--- config.mk ---
export PLATFORM = sky130hd
export DESIGN_NAME = dmem_arbiter_flat
export DESIGN_NICKNAME = d
export VERILOG_FILES = /design/src/rtl/dmem_arbiter_pkg.sv /design/src/rtl/dmem_arbiter_if.sv /design/src/rtl/dmem_arbiter_rr_arb2.sv /design/src/rtl/dmem_arbiter.sv /design/src/flat_wrapper.sv
export SDC_FILE = /design/constraint.sdc
export NUM_CORES = 1
export LEC_CHECK = 0
export CAP_MARGIN = 25
export CELL_PAD_IN_SITES_DETAIL_PLACEMENT = 2
export CELL_PAD_IN_SITES_GLOBAL_PLACEMENT = 2
export CORE_ASPECT_RATIO = 0.75
export CORE_MARGIN = 5
export CORE_UTILIZATION = 10
export CTS_CLUSTER_DIAMETER = 50
export DETAILED_ROUTE_END_ITERATION = 10
export PLACE_DENSITY_LB_ADDON = 0.1
export SLEW_MARGIN = 10
export SYNTH_ARGS = -nofsm -noshare
export SYNTH_HDL_FRONTEND = slang
export SYNTH_SLANG_ARGS = --single-unit
--- constraint.sdc ---
create_clock -name clk -period 5.2 [get_ports clk]
set_input_delay 1.04 -clock clk [delete_from_list [all_inputs] [get_ports clk]]
set_output_delay 1.04 -clock clk [all_outputs]
set_load 0.02 [all_outputs]
--- src/rtl/dmem_arbiter_pkg.sv ---
// Shared types and constants for the data-memory arbiter.
// Pin polarity, FSM states and bus-owner encoding.
package dmem_pkg;

  localparam int DEF_ADDR_W = 7;
  localparam int DEF_DATA_W = 32;

  localparam logic MEM_ON  = 1'b0;
  localparam logic MEM_OFF = 1'b1;

  typedef enum logic {
    IDLE,
    CPU_RD_WAIT
  } st_e;

  typedef enum logic [1:0] {
    OWN_NONE,
    OWN_CPU,
    OWN_DMA
  } owner_e;

endpackage

--- src/rtl/dmem_arbiter_if.sv ---
// Core, DMA and SRAM pin bundle around the arbiter.
// master = requesters + memory, slave = arbiter.
interface dmem_arbiter_if
  import dmem_pkg::*;
#(
  parameter int ADDR_W = DEF_ADDR_W,
  parameter int DATA_W = DEF_DATA_W
);

  logic              cpu_req;
  logic              cpu_we;
  logic [ADDR_W-1:0] cpu_addr;
  logic [DATA_W-1:0] cpu_wdata;
  logic [DATA_W-1:0] cpu_rdata;
  logic              cpu_stall;

  logic              dma_req;
  logic              dma_we;
  logic [ADDR_W-1:0] dma_addr;
  logic [DATA_W-1:0] dma_wdata;
  logic              dma_gnt;
  logic              dma_rvalid;
  logic [DATA_W-1:0] dma_rdata;

  logic              CEN;
  logic              WEN;
  logic              OEN;
  logic [ADDR_W-1:0] A;
  logic [DATA_W-1:0] Data2Mem;
  logic [DATA_W-1:0] ReadDataMem;

  modport master (
    output cpu_req, cpu_we, cpu_addr, cpu_wdata,
    input  cpu_rdata, cpu_stall,
    output dma_req, dma_we, dma_addr, dma_wdata,
    input  dma_gnt, dma_rvalid, dma_rdata,
    input  CEN, WEN, OEN, A, Data2Mem,
    output ReadDataMem
  );

  modport slave (
    input  cpu_req, cpu_we, cpu_addr, cpu_wdata,
    output cpu_rdata, cpu_stall,
    input  dma_req, dma_we, dma_addr, dma_wdata,
    output dma_gnt, dma_rvalid, dma_rdata,
    output CEN, WEN, OEN, A, Data2Mem,
    input  ReadDataMem
  );

endinterface

--- src/rtl/dmem_arbiter_rr_arb2.sv ---
// Two-requester round-robin arbiter, bit 0 = CPU, bit 1 = DMA.
// rr_q = 0 favours requester 0; it flips toward the loser after any grant.
module rr_arb2 (
  input  logic       clk,
  input  logic       rst_n,
  input  logic [1:0] req,
  output logic [1:0] gnt
);

  logic rr_q;
  logic rr_d;

  always_comb begin
    gnt = 2'b00;
    unique case (req)
      2'b01:   gnt = 2'b01;
      2'b10:   gnt = 2'b10;
      2'b11:   gnt = rr_q ? 2'b10 : 2'b01;
      default: gnt = 2'b00;
    endcase
  end

  always_comb begin
    rr_d = rr_q;
    if (gnt[0]) begin
      rr_d = 1'b1;
    end else if (gnt[1]) begin
      rr_d = 1'b0;
    end
  end

  always_ff @(posedge clk or negedge rst_n) begin
    if (!rst_n) begin
      rr_q <= 1'b0;
    end else begin
      rr_q <= rr_d;
    end
  end

endmodule

--- src/rtl/dmem_arbiter.sv ---
// Shares the single-port data SRAM between core load/store and DMA.
// Hides the one-cycle read latency from the core with a stall.
module dmem_arbiter
  import dmem_pkg::*;
#(
  parameter int ADDR_W = DEF_ADDR_W,
  parameter int DATA_W = DEF_DATA_W
) (
  input logic           clk,
  input logic           rst_n,
  dmem_arbiter_if.slave bus
);

  st_e               st_q;
  st_e               st_d;
  logic              dma_rd_pend_q;
  logic              dma_rd_pend_d;

  logic [1:0]        req;
  logic [1:0]        gnt;
  logic              cpu_gnt;
  logic              dma_gnt;
  owner_e            owner;

  logic              cen;
  logic              wen;
  logic              oen;
  logic [ADDR_W-1:0] a_mux;
  logic [DATA_W-1:0] d_mux;

  // Requests are masked in reset so the pins stay idle asynchronously.
  assign req[0] = rst_n & bus.cpu_req & (st_q == IDLE);
  assign req[1] = rst_n & bus.dma_req;

  rr_arb2 u_arb (
    .clk   (clk),
    .rst_n (rst_n),
    .req   (req),
    .gnt   (gnt)
  );

  assign cpu_gnt = gnt[0];
  assign dma_gnt = gnt[1];

  always_comb begin
    owner = OWN_NONE;
    unique case (1'b1)
      cpu_gnt: owner = OWN_CPU;
      dma_gnt: owner = OWN_DMA;
      default: owner = OWN_NONE;
    endcase
  end

  always_comb begin
    cen   = MEM_OFF;
    wen   = MEM_OFF;
    oen   = MEM_OFF;
    a_mux = '0;
    d_mux = '0;
    unique case (owner)
      OWN_CPU: begin
        cen   = MEM_ON;
        wen   = bus.cpu_we ? MEM_ON : MEM_OFF;
        oen   = bus.cpu_we ? MEM_OFF : MEM_ON;
        a_mux = bus.cpu_addr;
        d_mux = bus.cpu_wdata;
      end
      OWN_DMA: begin
        cen   = MEM_ON;
        wen   = bus.dma_we ? MEM_ON : MEM_OFF;
        oen   = bus.dma_we ? MEM_OFF : MEM_ON;
        a_mux = bus.dma_addr;
        d_mux = bus.dma_wdata;
      end
      default: begin
        cen = MEM_OFF;
      end
    endcase
  end

  always_comb begin
    st_d = st_q;
    unique case (st_q)
      IDLE: begin
        if (cpu_gnt && !bus.cpu_we) begin
          st_d = CPU_RD_WAIT;
        end
      end
      CPU_RD_WAIT: st_d = IDLE;
      default:     st_d = IDLE;
    endcase
    dma_rd_pend_d = dma_gnt & ~bus.dma_we;
  end

  always_ff @(posedge clk or negedge rst_n) begin
    if (!rst_n) begin
      st_q          <= IDLE;
      dma_rd_pend_q <= 1'b0;
    end else begin
      st_q          <= st_d;
      dma_rd_pend_q <= dma_rd_pend_d;
    end
  end

  assign bus.CEN      = cen;
  assign bus.WEN      = wen;
  assign bus.OEN      = oen;
  assign bus.A        = a_mux;
  assign bus.Data2Mem = d_mux;

  // Loads stall in the issue cycle; stores only while losing.
  assign bus.cpu_stall = rst_n & bus.cpu_req & (st_q == IDLE)
                       & (~cpu_gnt | ~bus.cpu_we);

  assign bus.cpu_rdata  = (st_q == CPU_RD_WAIT) ? bus.ReadDataMem : '0;
  assign bus.dma_gnt    = dma_gnt;
  assign bus.dma_rvalid = dma_rd_pend_q;
  assign bus.dma_rdata  = dma_rd_pend_q ? bus.ReadDataMem : '0;

endmodule

--- src/flat_wrapper.sv ---
// flat-port wrapper written by rule: the top's interface ports become plain ports
module dmem_arbiter_flat import dmem_pkg::*;
#(
  parameter int ADDR_W = DEF_ADDR_W,
  parameter int DATA_W = DEF_DATA_W
)
  (clk, rst_n, bus_cpu_req, bus_cpu_we, bus_cpu_addr, bus_cpu_wdata, bus_cpu_rdata, bus_cpu_stall, bus_dma_req, bus_dma_we, bus_dma_addr, bus_dma_wdata, bus_dma_gnt, bus_dma_rvalid, bus_dma_rdata, bus_CEN, bus_WEN, bus_OEN, bus_A, bus_Data2Mem, bus_ReadDataMem);
  dmem_arbiter_if #(.ADDR_W(ADDR_W), .DATA_W(DATA_W)) bus_i ();
  input logic clk;
  input logic rst_n;
  input wire logic [$bits(bus_i.cpu_req)-1:0] bus_cpu_req;
  input wire logic [$bits(bus_i.cpu_we)-1:0] bus_cpu_we;
  input wire logic [$bits(bus_i.cpu_addr)-1:0] bus_cpu_addr;
  input wire logic [$bits(bus_i.cpu_wdata)-1:0] bus_cpu_wdata;
  output wire logic [$bits(bus_i.cpu_rdata)-1:0] bus_cpu_rdata;
  output wire logic [$bits(bus_i.cpu_stall)-1:0] bus_cpu_stall;
  input wire logic [$bits(bus_i.dma_req)-1:0] bus_dma_req;
  input wire logic [$bits(bus_i.dma_we)-1:0] bus_dma_we;
  input wire logic [$bits(bus_i.dma_addr)-1:0] bus_dma_addr;
  input wire logic [$bits(bus_i.dma_wdata)-1:0] bus_dma_wdata;
  output wire logic [$bits(bus_i.dma_gnt)-1:0] bus_dma_gnt;
  output wire logic [$bits(bus_i.dma_rvalid)-1:0] bus_dma_rvalid;
  output wire logic [$bits(bus_i.dma_rdata)-1:0] bus_dma_rdata;
  output wire logic [$bits(bus_i.CEN)-1:0] bus_CEN;
  output wire logic [$bits(bus_i.WEN)-1:0] bus_WEN;
  output wire logic [$bits(bus_i.OEN)-1:0] bus_OEN;
  output wire logic [$bits(bus_i.A)-1:0] bus_A;
  output wire logic [$bits(bus_i.Data2Mem)-1:0] bus_Data2Mem;
  input wire logic [$bits(bus_i.ReadDataMem)-1:0] bus_ReadDataMem;
  assign bus_i.cpu_req = bus_cpu_req;
  assign bus_i.cpu_we = bus_cpu_we;
  assign bus_i.cpu_addr = bus_cpu_addr;
  assign bus_i.cpu_wdata = bus_cpu_wdata;
  assign bus_cpu_rdata = bus_i.cpu_rdata;
  assign bus_cpu_stall = bus_i.cpu_stall;
  assign bus_i.dma_req = bus_dma_req;
  assign bus_i.dma_we = bus_dma_we;
  assign bus_i.dma_addr = bus_dma_addr;
  assign bus_i.dma_wdata = bus_dma_wdata;
  assign bus_dma_gnt = bus_i.dma_gnt;
  assign bus_dma_rvalid = bus_i.dma_rvalid;
  assign bus_dma_rdata = bus_i.dma_rdata;
  assign bus_CEN = bus_i.CEN;
  assign bus_WEN = bus_i.WEN;
  assign bus_OEN = bus_i.OEN;
  assign bus_A = bus_i.A;
  assign bus_Data2Mem = bus_i.Data2Mem;
  assign bus_i.ReadDataMem = bus_ReadDataMem;
  dmem_arbiter #(.ADDR_W(ADDR_W), .DATA_W(DATA_W)) u_core (.clk(clk), .rst_n(rst_n), .bus(bus_i));
endmodule
==> metrics.md <==
| Metric | Value |
|---|---|
| Slew at the pin closest to its max-slew limit | between 900 and 1000 ps |
| TritonRoute pass-1 iters | 4 |
| CTS root buf | clkbuf_16 |
| Via count | ~2100 |
| Core area | 0.0115 mm^2 |
| Post-DP HPWL | slightly below 8 mm |
| Arrival @ worst endpoint | approximately 3500 ps |
| CP startpoint | rst_n |
| Critical path endpoint category | primary output |
| Period minus WS final | ~4600 ps |
| Area delta synth->final | 209% |
| Row Count | 34 |
| Syn Nets | 306 |
| Synth Register Bits | 3 |
| Leak Pwr | about 1.3 nW |
| Port Buffers | approximately 220 |
| Period utilization | 87.7% |
| Die area | approximately 0.014 mm^2 |
| Die X | 135 um |
| Total power | approximately 0.42 mW |
| Top FF cell, synth | dfrtp_1 |
| Critical hold path startpoint | u_core.u_arb.rr_q |
| Ranking of synthesized cells by area | and2_1 (34%), a22oi_1 (25%), nor2_1 (13%) |
| Syn_area_per_cell | around 6.3 um^2 |
| Post-synth cell types | 19 |
| Mapped Cells | 187 |
| Max Freq | 219 MHz |
| Nature of the critical path startpoint | primary input |
| Relative slew slack | 37.5% |
| Post-synth EDFFs | 0 |
| Top-area cell type share of the netlist area | about 34% |
| Vias in the first global route | between 2000 and 2500 |
| Count leader, synth | and2_1 |
| Vert. Die Dim | between 100 and 150 um |
| Yosys warns | 0 |
| Final #Nets | slightly above 500 |
| Grt ovf | 0 |
| Number of DRC markers in iteration 0 | 29 |
| Max Slew Vio Count | 0 |
| Initial Utilization | 10.2% |
| Detailed Route WL | slightly above 9 mm |
| Share of post-route cells with drive strength above 1 | under 10% |
| Area leader, netlist | and2_1 |
| Max Root-Sink Buffers | 2 |
| Final hold vios | 0 |
| Pwr dens | 116 mW/mm^2 |
| Largest fanout on the critical path | 30 |
| Post-Syn Area | ~0.0012 mm^2 |
| RSZ-0062 raised after global routing | false |
| VDD IR-drop max | 0.0894 mV |
| Diode count | 0 |
| Gp weighted congestion | between 0.6 and 0.7 |
| TritonCTS Sinks | 3 |
| H-tree depth | 1 |
| Post-CTS Setup Inserts | 0 |
| MaxCap Viol Count | 0 |
| Clock skew | about 2.1 ps |
| Kind of critical path | in -> out |
| Worst skew pair latency | between 200 and 250 ps |
| Io pins | approximately 230 |
| Final TNS setup | 0 ps |
| Sequential share of the synthesized area | 6.40% |
| Vias/cell | 3.83 |
| CTS Buf Count | 3 |
| ANT nets after route | 0 |
| Largest net degree at the start of global routing | between 40 and 50 |
| Worst flop-to-flop path startpoint | u_core.st_q |
| Reg clk slew, reported paths | roughly 30 ps |
| Ys async rst share | between 90% and 100% |
| Worst EP required | approximately 4200 ps |
| Commonest cells post-synth | and2_1 (64), nor2_1 (40), a22oi_1 (39) |
| Outcome | complete, no violations |
| DRC | 0 |
| Wire per inst | 16.6 um |
| Tot GR Track Use | 12.3% |
| Path type of the worst min-delay path | reg -> reg |
| Hold Buf Count CTS | 0 |
| First-pass GRT wire length | between 10 and 15 mm |
| Initial antenna violation count | 0 |
| CTS tree | yes |
| Fin util | a little under a third |
| Final setup vio count | 0 |
| CTS-repair resized insts | 0 |
## area by class of cell
type | count | area [um^2]
Inverter | 2 | 7.51
Timing Repair Buffer | 228 | 2280
Multi-Input combinational cell | 161 | 975
Sequential cell | 3 | 75.1
Tap cell | 162 | 203
Fill cell | 1350 | 7910
Clock buffer | 4 | 78.8
## power breakdown
| group | leakage, nW | internal (mW) | switching (mW) |
|---|---|---|---|
| Combinational | 1.21 | 0.152 | 0.113 |
| Clock | 0.0382 | 0.101 | 0.0224 |
| Sequential | 0.0404 | 0.0252 | 0.00596 |
| Total | 1.29 | 0.279 | 0.141 |
## stage by stage
| step | instances | hold slack [ps] | area, um^2 | setup slack, ps |
|---|---|---|---|---|
| floorplan | 187 | 509 | 1170 | 1620 |
| global placement | 556 | 571 | 3540 | 617 |
| detailed placement | 556 | 601 | 3540 | 580 |
| CTS | 560 | 605 | 3620 | 557 |
| global route | 560 | 664 | 3620 | 433 |
| finish | 560 | 596 | 3620 | 640 |
## placed cells by master (no fill, tap or decap), drive strengths merged
cell | Yosys | routed
clkdlybuf4s50 | 0 | 224
and2 | 64 | 64
nor2 | 40 | 40
a22oi | 39 | 39
clkbuf | 7 | 4
buf | 14 | 4
nand2 | 3 | 3
ha | 3 | 3
dfrtp | 3 | 3
nor3b | 2 | 2
a21oi | 2 | 2
inv | 2 | 2
a221o | 2 | 2
or2 | 1 | 1
nand3b | 1 | 1
nand2b | 1 | 1
nor3 | 1 | 1
a21o | 1 | 1
o21ai | 1 | 1
## worst max-delay path, cell delays in order
cell,delay [ps]
clkdlybuf4s50_1,520
nand3b_1,220
nand2b_1,150
ha_1,470
buf_12,250
a22oi_1,80
nor2_1,120
clkdlybuf4s50_1,640
## flip-flops by register name (all words and copies together) (netlist names)
signal                 flops
u_core.st_q                1
u_core.u_arb.rr_q          1
u_core.bus.dma_rvalid      1
## cells by family (layout without fill, tap and decap cells)
logic type	Yosys count	after routing	synth area share, %
adders and majority gates	3	3	3.20
AOI/OAI and AO/OA	45	45	28.6
buffers and inverters	23	234	10.5
DFF	3	3	6.40
and+or+nand+nor	113	113	51.3
## path summary, 6_finish.rpt
kind | cells after the start | endpoint | slack, ps
setup / recovery | 8 | bus_A[6] | 640
hold / removal | 2 | u_core.u_arb.rr_q | 600
setup reg to reg | 5 | u_core.u_arb.rr_q | 3430
hold reg to reg | 2 | u_core.u_arb.rr_q | 600
max in group asynchronous | 1 | u_core.st_q | 3980
min in group asynchronous | 1 | u_core.bus.dma_rvalid | 1030
## per-layer routing
layer	vias to the layer above	share of wire (%)	GRT usage (%)
met5	-	0	0
met2	89	52	23.1
met3	6	6.5	2.71
li1	1058	-	-
met1	992	40	14.6
met4	0	0.75	1.80
No activity file was read; power rests on OpenSTA's default activity.
